### src/rtl/pipe_stage_reg_pkg.sv
// Shared constants for the pipeline stage register: legal DEPTH range,
// performance counter width/saturation value and the slot operation encoding.
package pipe_pkg;

   localparam int unsigned DEPTH_MIN = 1;
   localparam int unsigned DEPTH_MAX = 4;

   localparam int unsigned      CNT_W   = 32;
   localparam logic [CNT_W-1:0] CNT_SAT = '1;

   typedef enum logic [1:0] {
      SLOT_HOLD,
      SLOT_LOAD,
      SLOT_CLEAR
   } slot_op_e;

   function automatic logic [CNT_W-1:0] sat_inc(input logic [CNT_W-1:0] cnt);
      return (cnt == CNT_SAT) ? cnt : cnt + 1'b1;
   endfunction

endpackage

### src/rtl/pipe_stage_reg_slot.sv
// One pipeline slot: valid bit, payload and control vector with load/hold/clear.
// Clear kills the slot but keeps the payload; control is zeroed for any bubble.
module pipe_slot
   import pipe_pkg::*;
#(
   parameter int unsigned PAYLOAD_W = 160,
   parameter int unsigned CTRL_W    = 16
) (
   input  logic                 clk,
   input  logic                 rst,
   input  slot_op_e             op,
   input  logic                 src_valid,
   input  logic [PAYLOAD_W-1:0] src_payload,
   input  logic [CTRL_W-1:0]    src_ctrl,
   output logic                 valid,
   output logic [PAYLOAD_W-1:0] payload,
   output logic [CTRL_W-1:0]    ctrl
);

   always_ff @(posedge clk) begin
      if (rst) begin
         valid   <= 1'b0;
         payload <= '0;
         ctrl    <= '0;
      end else begin
         case (op)
            SLOT_LOAD: begin
               valid   <= src_valid;
               payload <= src_payload;
               ctrl    <= src_valid ? src_ctrl : '0;
            end
            SLOT_CLEAR: begin
               valid <= 1'b0;
               ctrl  <= '0;
            end
            default: ;
         endcase
      end
   end

endmodule

### src/rtl/pipe_stage_reg.sv
// DEPTH-slot inter-stage pipeline register with stall, flush and bubble squeezing.
// Define PIPE_STAGE_PERF_EN to add saturating stall/bubble performance counters.
module pipe_stage_reg
   import pipe_pkg::*;
#(
   parameter int unsigned PAYLOAD_W = 160,
   parameter int unsigned CTRL_W    = 16,
   parameter int unsigned DEPTH     = 1
) (
   input  logic                 clk,
   input  logic                 rst,
   input  logic                 i_valid,
   input  logic [PAYLOAD_W-1:0] i_payload,
   input  logic [CTRL_W-1:0]    i_ctrl,
   input  logic                 i_stall,
   input  logic                 i_flush,
   output logic                 o_ready,
   output logic                 o_valid,
   output logic [PAYLOAD_W-1:0] o_payload,
   output logic [CTRL_W-1:0]    o_ctrl
`ifdef PIPE_STAGE_PERF_EN
   ,
   output logic [CNT_W-1:0]     o_stall_cnt,
   output logic [CNT_W-1:0]     o_bubble_cnt
`endif
);

   logic [DEPTH-1:0]     valid;
   logic [DEPTH-1:0]     adv;
   logic [PAYLOAD_W-1:0] payload [DEPTH];
   logic [CTRL_W-1:0]    ctrl    [DEPTH];
   slot_op_e             op      [DEPTH];

   // Closed form of the ripple chain: slot k advances when the output is
   // consumed or any slot from k to the output side is empty.
   always_comb begin
      logic any_empty;
      adv = '0;
      for (int unsigned k = 0; k < DEPTH; k++) begin
         any_empty = 1'b0;
         for (int unsigned j = k; j < DEPTH; j++) begin
            any_empty = any_empty | !valid[j];
         end
         adv[k] = !i_stall || any_empty;
      end
   end

   for (genvar k = 0; k < int'(DEPTH); k++) begin : g_slot
      logic                 src_valid;
      logic [PAYLOAD_W-1:0] src_payload;
      logic [CTRL_W-1:0]    src_ctrl;

      if (k == 0) begin : g_in
         assign src_valid   = i_valid;
         assign src_payload = i_payload;
         assign src_ctrl    = i_ctrl;
      end else begin : g_chain
         assign src_valid   = valid[k-1];
         assign src_payload = payload[k-1];
         assign src_ctrl    = ctrl[k-1];
      end

      assign op[k] = i_flush ? SLOT_CLEAR : (adv[k] ? SLOT_LOAD : SLOT_HOLD);

      pipe_slot #(
         .PAYLOAD_W (PAYLOAD_W),
         .CTRL_W    (CTRL_W)
      ) u_slot (
         .clk         (clk),
         .rst         (rst),
         .op          (op[k]),
         .src_valid   (src_valid),
         .src_payload (src_payload),
         .src_ctrl    (src_ctrl),
         .valid       (valid[k]),
         .payload     (payload[k]),
         .ctrl        (ctrl[k])
      );
   end

   assign o_ready   = adv[0];
   assign o_valid   = valid[DEPTH-1];
   assign o_payload = payload[DEPTH-1];
   assign o_ctrl    = ctrl[DEPTH-1];

`ifdef PIPE_STAGE_PERF_EN
   logic [CNT_W-1:0] stall_cnt;
   logic [CNT_W-1:0] bubble_cnt;

   always_ff @(posedge clk) begin
      if (rst) begin
         stall_cnt  <= '0;
         bubble_cnt <= '0;
      end else begin
         if (o_valid && i_stall) stall_cnt <= sat_inc(stall_cnt);
         if (!o_valid)           bubble_cnt <= sat_inc(bubble_cnt);
      end
   end

   assign o_stall_cnt  = stall_cnt;
   assign o_bubble_cnt = bubble_cnt;
`endif

endmodule

### config.mk
export PLATFORM = sky130hd
export DESIGN_NAME = pipe_stage_reg
export DESIGN_NICKNAME = d
export VERILOG_FILES = /design/src/rtl/pipe_stage_reg_pkg.sv /design/src/rtl/pipe_stage_reg_slot.sv /design/src/rtl/pipe_stage_reg.sv
export SDC_FILE = /design/constraint.sdc
export NUM_CORES = 1
export LEC_CHECK = 0
export ABC_AREA = 0
export CAP_MARGIN = 20
export CORE_UTILIZATION = 40
export CTS_BUF_LIST = sky130_fd_sc_hd__clkbuf_8
export DETAILED_ROUTE_END_ITERATION = 12
export DONT_BUFFER_PORTS = 1
export HOLD_SLACK_MARGIN = 0.05
export PLACE_DENSITY = 0.61
export SLEW_MARGIN = 25
export SYNTH_ARGS = -nofsm -noshare
export SYNTH_HDL_FRONTEND = slang
export SYNTH_SLANG_ARGS = --single-unit
### constraint.sdc
create_clock -name clk -period 3.5 [get_ports clk]
set_input_delay 0.35 -clock clk [delete_from_list [all_inputs] [get_ports clk]]
set_output_delay 0.35 -clock clk [all_outputs]
set_load 0.02 [all_outputs]
; Word-level counts from Yosys, hierarchy flattened
; Index checks and enable logic that the tools add are counted.
[word_totals]
reg_bits = 177
inputBits = 181
out_inout_bits = 178
[op_classes]
n_eq_ne = 2
muxes = 5
n_reduce_logical = 4
[op_table]
columns = cell, n
row1 = 16-bit case mux with 2 select lines, 1
row2 = 16-bit two-way mux, 1
row3 = "2-bit by 1-bit equality test with 1-bit output, second input constant", 1
row4 = "2-bit equality test, second input constant", 1
row5 = 1-bit logical NOT, 2
row6 = 2-bit two-way mux, 1
row7 = 1-bit case mux with 2 select lines, 1
row8 = 2-bit nonzero test, 1
row9 = 1-bit logical OR, 1
row10 = 1-bit two-way mux, 1

; Logic depth before layout (Yosys ltp)
; Gate-level depths: netlist of run 1.
[depth]
word_depth = 6
mapped_depth = 5
ltp_nobuf = 2

; Hierarchy
; Synthesis of run 1 repeated with hierarchy kept, for this count alone.
[hier_totals]
cells_unflattened = 598
hier_area_um2 = 6367.4
[modules_own_cells]
columns = module, n_inst, cells_per_inst, area_per_inst_um2
row1 = pipe_slot, 1, 596, 6354.8
row2 = pipe_stage_reg, 1, 2, 12.5

; Worst setup path before layout of run 1
; Ideal clock, no wire load.
[synth_path]
path_type = register to register
start = reg g_slot[0].u_slot.valid
end = reg g_slot[0].u_slot.ctrl[10]
arrival_time_ps = 1222
required_time_ps = 3439
path_slack_ps = 2218
stages_incl_launch_ff = 5
synth_period_minus_slack_ps = 1282
cell_sequence = dfxtp_1 -> nor4bb_1 -> buf_2 -> buf_4 -> a32o_1
[synth_via]
elab_chain_len = 6
[synth_lines]
columns = item, line_no
row1 = start: declaration, pipe_stage_reg_slot.sv:15  ; output logic valid,
row2 = start signal: assignment, pipe_stage_reg_slot.sv:28  ; valid <= src_valid;
row3 = 1-bit logical NOT (*), pipe_stage_reg.sv:42  ; any_empty = any_empty | !valid[j];
row4 = 1-bit logical OR (*), pipe_stage_reg.sv:44  ; adv[k] = !i_stall || any_empty;
row5 = 1-bit two-way mux (*), pipe_stage_reg.sv:63  ; assign op[k] = i_flush ? SLOT_CLEAR : (adv[k] ? SLOT_LOAD : SLOT_HOLD);
row6 = 2-bit two-way mux (*), pipe_stage_reg.sv:63
row7 = 2-bit equality test or 2-bit by 1-bit equality test with 1-bit output (tied branches), pipe_stage_reg_slot.sv:26  ; case (op)
row8 = 16-bit case mux with 2 select lines or 2-bit nonzero test (tied branches), --
row9 = end signal: assignment, pipe_stage_reg_slot.sv:30  ; ctrl <= src_valid ? src_ctrl : '0;
row10 = end: declaration, pipe_stage_reg_slot.sv:17  ; output logic [CTRL_W-1:0] ctrl
; Every way passes the cells marked *; elsewhere a longest branch is shown, timed or not.
; A chain may end at the register's enable or synchronous reset.

; Worst setup path in the final report of run 1
[layout_path]
start = reg g_slot[0].u_slot.valid
end = reg g_slot[0].u_slot.ctrl[7]
; The elaborated chain is that of the path after synthesis.

==> results.py, run 1 <==
metrics = {
    "sta": {
        "fmax_ghz": 0.443,
        "skew_ps": 9.69,
        "hold_slack_ps": 70.8,
        "worst_pin_slew_ps": 989,
        "layout_min_cycle_time_ps": 2260,
        "finalSetupTns_ps": 0,
        "hold_viol_final": 0,
        "fin_crit_sh": 0.645,
        "rsz0062_at_grt": "false",
        "slew-limit-headroom": 0.339,
        "setup_violations": 0,
        "slew_viol_final": 0,
    },
    "routing": {
        "vias": 5544,
        "drtIter0Drc": 262,
        "post_drt_wl_per_cell_um": 17.1,
        "dr.pass1.iters": 4,
        "via_per_inst": 4.97,
        "route.detailed.drc": 0,
        "totalWireLength_um": 19100,
        "ant_nets": 0,
    },
    "cells_and_area": {
        "post-route-util": 0.521,
        "fin_nets": 1051,
        "antenna_cells": 0,
        "drive_above_1_share": 0.0385,
        "syn_to_final_growth_pct": 27.0,
        "fillerInstances": 1586,
        "mostFrequentLayoutCells": "320 x nand2b_1, 177 x dfxtp_1, 170 x dlygate4sd3_1",
        "final_cells": 1116,
        "final_common_cell": "nand2b_1",
    },
    "job": {
        "drv_cap": 0,
    },
    "yosys": {
        "synth_seq_cells": 177,
        "synth_seq_area_share": 0.461,
        "ys_types": 13,
        "avgSynthCellArea_um2": 10.4,
        "synth_warnings": 0,
        "postSynthCellCount": 738,
        "syn_area_um2": 7690,
        "synth_fp_nets": 919,
    },
    "pwr": {
        "powerDensity_nw_per_um2": 431,
        "ir_drop_mv": 0.219,
        "cellLeakagePower_nw": 3.93,
    },
    "die": {
        "start_util": 0.410,
        "io_pins": 359,
        "design.die.area_um2": 19800,
        "die_height_um": 141,
        "core_area_um2": 18800,
        "rows": 50,
        "die_w_um": 141,
    },
    "placed_design": {
        "port_buffers": 0,
        "dp_hpwl_um": 11600,
        "dp_cells": 915,
        "place_congestion": 0.760,
    },
    "setup_path": {
        "cp_top_family": "simple AND/OR/NAND/NOR gates",
        "ff2ff_path_depth": 3,
        "cp_max_fo": 16,
        "path_buf_inv": 1,
        "critical_path_depth": 3,
        "crit_slowest_cell": "nor4bb_4",
        "critPathCaptureType": "flop",
        "crit_chain": "nor4bb_4, a32o_1, dlygate4sd3_1",
        "worstSetupPathType": "flop to flop",
        "cp_slowest_stage_delay_ps": 850,
        "startpoint_type": "flop",
        "cp.required_ps": 3890,
        "cp_data_arrival_time_ps": 2650,
    },
    "clock_tree": {
        "cts.path.max_buffers": 2,
        "cts_tree": "done",
        "cts_buffers": 17,
        "cts_sinks": 177,
        "ctsHtreeMaxLevel": 4,
        "clk_pin_slew_ps": 90,
        "cts_setup_buffers": 0,
        "clockRootBuffer": "clkbuf_8",
        "insertion_delay_ps": 450,
    },
    "global_route": {
        "grt_pass1_wl_um": 29100,
        "antenna_found_initial": 0,
        "grtUsageTotal": 0.186,
        "overflow": 0,
        "grt_max_degree": 324,
        "grt_pass1_vias": 5737,
    },
    "min_path": {
        "min_path_cells": 2,
        "worst_hold_path_type": "input pin to flop",
    },
    "run_status": {
        "status": "finished clean",
    },
}
[cell families (layout without fill, tap and decap cells)]
family	count (synthesis)	count (layout)	synth area share
multiplexers	160	160	0.208
AND/OR/NAND/NOR	323	323	0.263
AO/OA/AOI/OAI	19	19	0.0237
flip-flops	177	177	0.461
buffers and inverters	59	203	0.0447
[layout make-up]
| class | count | area [µm²] | share of cell area |
|---|---|---|---|
| Tap cell | 234 | 293 | 0.0300 |
| Multi-Input combinational cell | 502 | 3830 | 0.392 |
| Clock inverter | 13 | 113 | 0.0115 |
| Timing Repair Buffer | 172 | 1740 | 0.178 |
| Clock buffer | 18 | 248 | 0.0254 |
| Sequential cell | 177 | 3540 | 0.363 |
[state kept, by name, summed over array words and instances (netlist names)]
signal / count
g_slot.u_slot.payload: 160
g_slot.u_slot.ctrl: 16
g_slot.u_slot.valid: 1
[timing repair]
item,in CTS,in global routing
hold buffers,167,3
endpoints found under the hold margin,166,3
resized for setup,0,0
[worst reg2reg max path, stage by stage, from the launching register on]
cell and delay (ps):
dfxtp_1 610, nor4bb_4 860, a32o_1 200, dlygate4sd3_1 540
[report_power, final]
group | internal (mW) | switching, mW
combinational | 0.310 | 0.176
clock | 0.579 | 0.751
sequential | 2.14 | 0.254
[Yosys cell counts]
cell type | number | area share
nor4bb_1 | 1 | 0.0013
mux2i_1 | 160 | 0.21
dfxtp_1 | 177 | 0.46
nor3_1 | 1 | 0.00065
a32o_1 | 16 | 0.021
buf_2 | 5 | 0.0033
nand2b_1 | 320 | 0.26
a21oi_1 | 2 | 0.0013
buf_6 | 11 | 0.016
a211oi_2 | 1 | 0.0016
buf_4 | 9 | 0.0088
clkbuf_1 | 34 | 0.017
nand2_1 | 1 | 0.00049
[final timing paths]
path,startpoint,slack [ps],end
worst max-delay path,g_slot[0].u_slot.valid,1240,g_slot[0].u_slot.ctrl[7]
worst min-delay path,i_payload[110],70,g_slot[0].u_slot.payload[110]
worst max register to register,g_slot[0].u_slot.valid,1240,g_slot[0].u_slot.ctrl[7]
worst min register to register,g_slot[0].u_slot.payload[115],580,g_slot[0].u_slot.payload[115]
[through the flow]
stage	area (µm²)	worst slack [ps]	total power [mW]
2_1_floorplan	7690	2220	2.73
6_report	9770	1240	4.21
4_1_cts	9740	1270	4.24
5_1_grt	9770	1120	4.40
3_5_place_dp	7710	1790	2.76
3_3_place_gp	7700	1610	2.74
[per-layer routing]
| metal | track usage | vias up | routed length, µm |
|---|---|---|---|
| met5 | 0 | - | 0 |
| met4 | 0.0681 | 0 | 430 |
| met3 | 0.0791 | 29 | 1890 |
| met2 | 0.333 | 265 | 9480 |
| met1 | 0.192 | 2572 | 7250 |
| li1 | - | 2678 | - |
(Power assumes the default switching activity.)
==> run 2: changes to the inputs <==
==> constraint.sdc (replaced) <==
create_clock -name clk -period 2.2 [get_ports clk]
set_input_delay 0.22 -clock clk [delete_from_list [all_inputs] [get_ports clk]]
set_output_delay 0.22 -clock clk [all_outputs]
set_load 0.02 [all_outputs]
==> results.py, run 2 <==
metrics = {
    "yosys": {
        "synth_commonest_cells": "320 x nand2b_1, 177 x dfxtp_1, 160 x mux2i_1, 34 x clkbuf_1, 16 x a32o_1",
        "ys_types": 13,
        "postSynthCellCount": 738,
        "synth_top_area_frac": 0.461,
        "synth_ff_type": "dfxtp_1",
        "syn_area_um2": 7690,
        "avgSynthCellArea_um2": 10.4,
        "synth_warnings": 0,
        "yosysTopAreaCell": "dfxtp_1",
        "synthArstFlopShare": 0,
        "synth_edf_count": 0,
        "ys_top_cells_by_area": "dfxtp_1 46%, nand2b_1 26%, mux2i_1 21%",
        "synth_seq_cells": 177,
        "synth_fp_nets": 919,
        "synth_seq_area_share": 0.461,
        "yosysMostFrequentCell": "nand2b_1",
    },
    "die": {
        "die_w_um": 141,
        "io_pins": 359,
        "rows": 50,
        "start_util": 0.410,
        "die_height_um": 141,
    },
    "clock_tree": {
        "cts_setup_buffers": 0,
        "cts.path.max_buffers": 2,
        "cts_hold_buf": 191,
        "cts_sinks": 177,
        "ctsHtreeMaxLevel": 4,
        "cts_buffers": 17,
        "clockRootBuffer": "clkbuf_8",
        "cts-resized-gates": 0,
    },
    "run_status": {
        "status": "aborted with a tool error",
        "error_message": "[ERROR RSZ-0060] Max buffer count reached.",
        "lastStage": "4_1_cts",
    },
    "placed_design": {
        "port_buffers": 0,
        "dp_hpwl_um": 11900,
        "placed_area_um2": 7740,
        "place_congestion": 0.741,
    },
}
-- run 2: through the flow --
step | hold slack [ps] | cells | worst slack [ps]
3_5_place_dp | 304 | 919 | 579
3_3_place_gp | 301 | 919 | 655
2_1_floorplan | 299 | 738 | 918
-- run 2: cell families after synthesis --
kind of cell | after synthesis | share of synthesized area
AOI/OAI and AO/OA | 19 | 0.0237
buffers and inverters | 59 | 0.0447
DFF | 177 | 0.461
muxes | 160 | 0.208
and+or+nand+nor | 323 | 0.263
==> run 3: changes to the inputs <==
--- a/config.mk
+++ b/config.mk
@@ -7,12 +7,10 @@
 export LEC_CHECK = 0
 export ABC_AREA = 0
 export CAP_MARGIN = 20
-export CORE_UTILIZATION = 40
-export CTS_BUF_LIST = sky130_fd_sc_hd__clkbuf_8
+export CORE_UTILIZATION = 25
 export DETAILED_ROUTE_END_ITERATION = 12
 export DONT_BUFFER_PORTS = 1
-export HOLD_SLACK_MARGIN = 0.05
-export PLACE_DENSITY = 0.61
+export PLACE_DENSITY_LB_ADDON = 0.15
 export SLEW_MARGIN = 25
 export SYNTH_ARGS = -nofsm -noshare
 export SYNTH_HDL_FRONTEND = slang
==> results.py, run 3 <==
metrics = {
    "placed_design": {
        "dp_hpwl_um": 13000,
        "place_congestion": 0.721,
        "port_buffers": 0,
    },
    "yosys": {
        "yosysTopAreaCell": "dfxtp_1",
        "synth_commonest_cells": "320 x nand2b_1, 177 x dfxtp_1, 160 x mux2i_1, 34 x clkbuf_1, 16 x a32o_1",
        "syn_area_um2": 7690,
        "synth_fp_nets": 919,
        "synth_top_area_frac": 0.461,
        "avgSynthCellArea_um2": 10.4,
        "synth_warnings": 0,
        "ys_types": 13,
        "synth_seq_area_share": 0.461,
        "postSynthCellCount": 738,
        "yosysMostFrequentCell": "nand2b_1",
        "synth_seq_cells": 177,
        "synth_edf_count": 0,
        "synthArstFlopShare": 0,
        "ys_top_cells_by_area": "dfxtp_1 46%, nand2b_1 26%, mux2i_1 21%",
        "synth_ff_type": "dfxtp_1",
    },
    "clock_tree": {
        "cts-resized-gates": 0,
        "cts.path.max_buffers": 2,
        "cts_setup_buffers": 0,
        "cts_sinks": 177,
        "ctsHtreeMaxLevel": 4,
        "cts_buffers": 17,
        "cts_hold_buf": 223,
        "clockRootBuffer": "clkbuf_16",
    },
    "run_status": {
        "lastStage": "4_1_cts",
        "error_message": "[ERROR RSZ-0060] Max buffer count reached.",
        "status": "aborted with a tool error",
    },
    "die": {
        "start_util": 0.257,
        "io_pins": 359,
        "rows": 63,
        "die_height_um": 177,
        "die_w_um": 177,
    },
}
[run 3: logic make-up after synthesis]
group,after synthesis,share of synthesized area
and+or+nand+nor,323,0.263
DFF,177,0.461
buffers and inverters,59,0.0447
muxes,160,0.208
AOI/OAI and AO/OA,19,0.0237
[run 3: metrics by stage]
stage                     instance area (µm²)  instances  hold WS, ps  setup WS (ps)   util
after floorplan                          7690        738          299            918      -
after global placement                   7900       1072          300            635  0.264
after detailed placement                 7900       1072          303            595  0.264
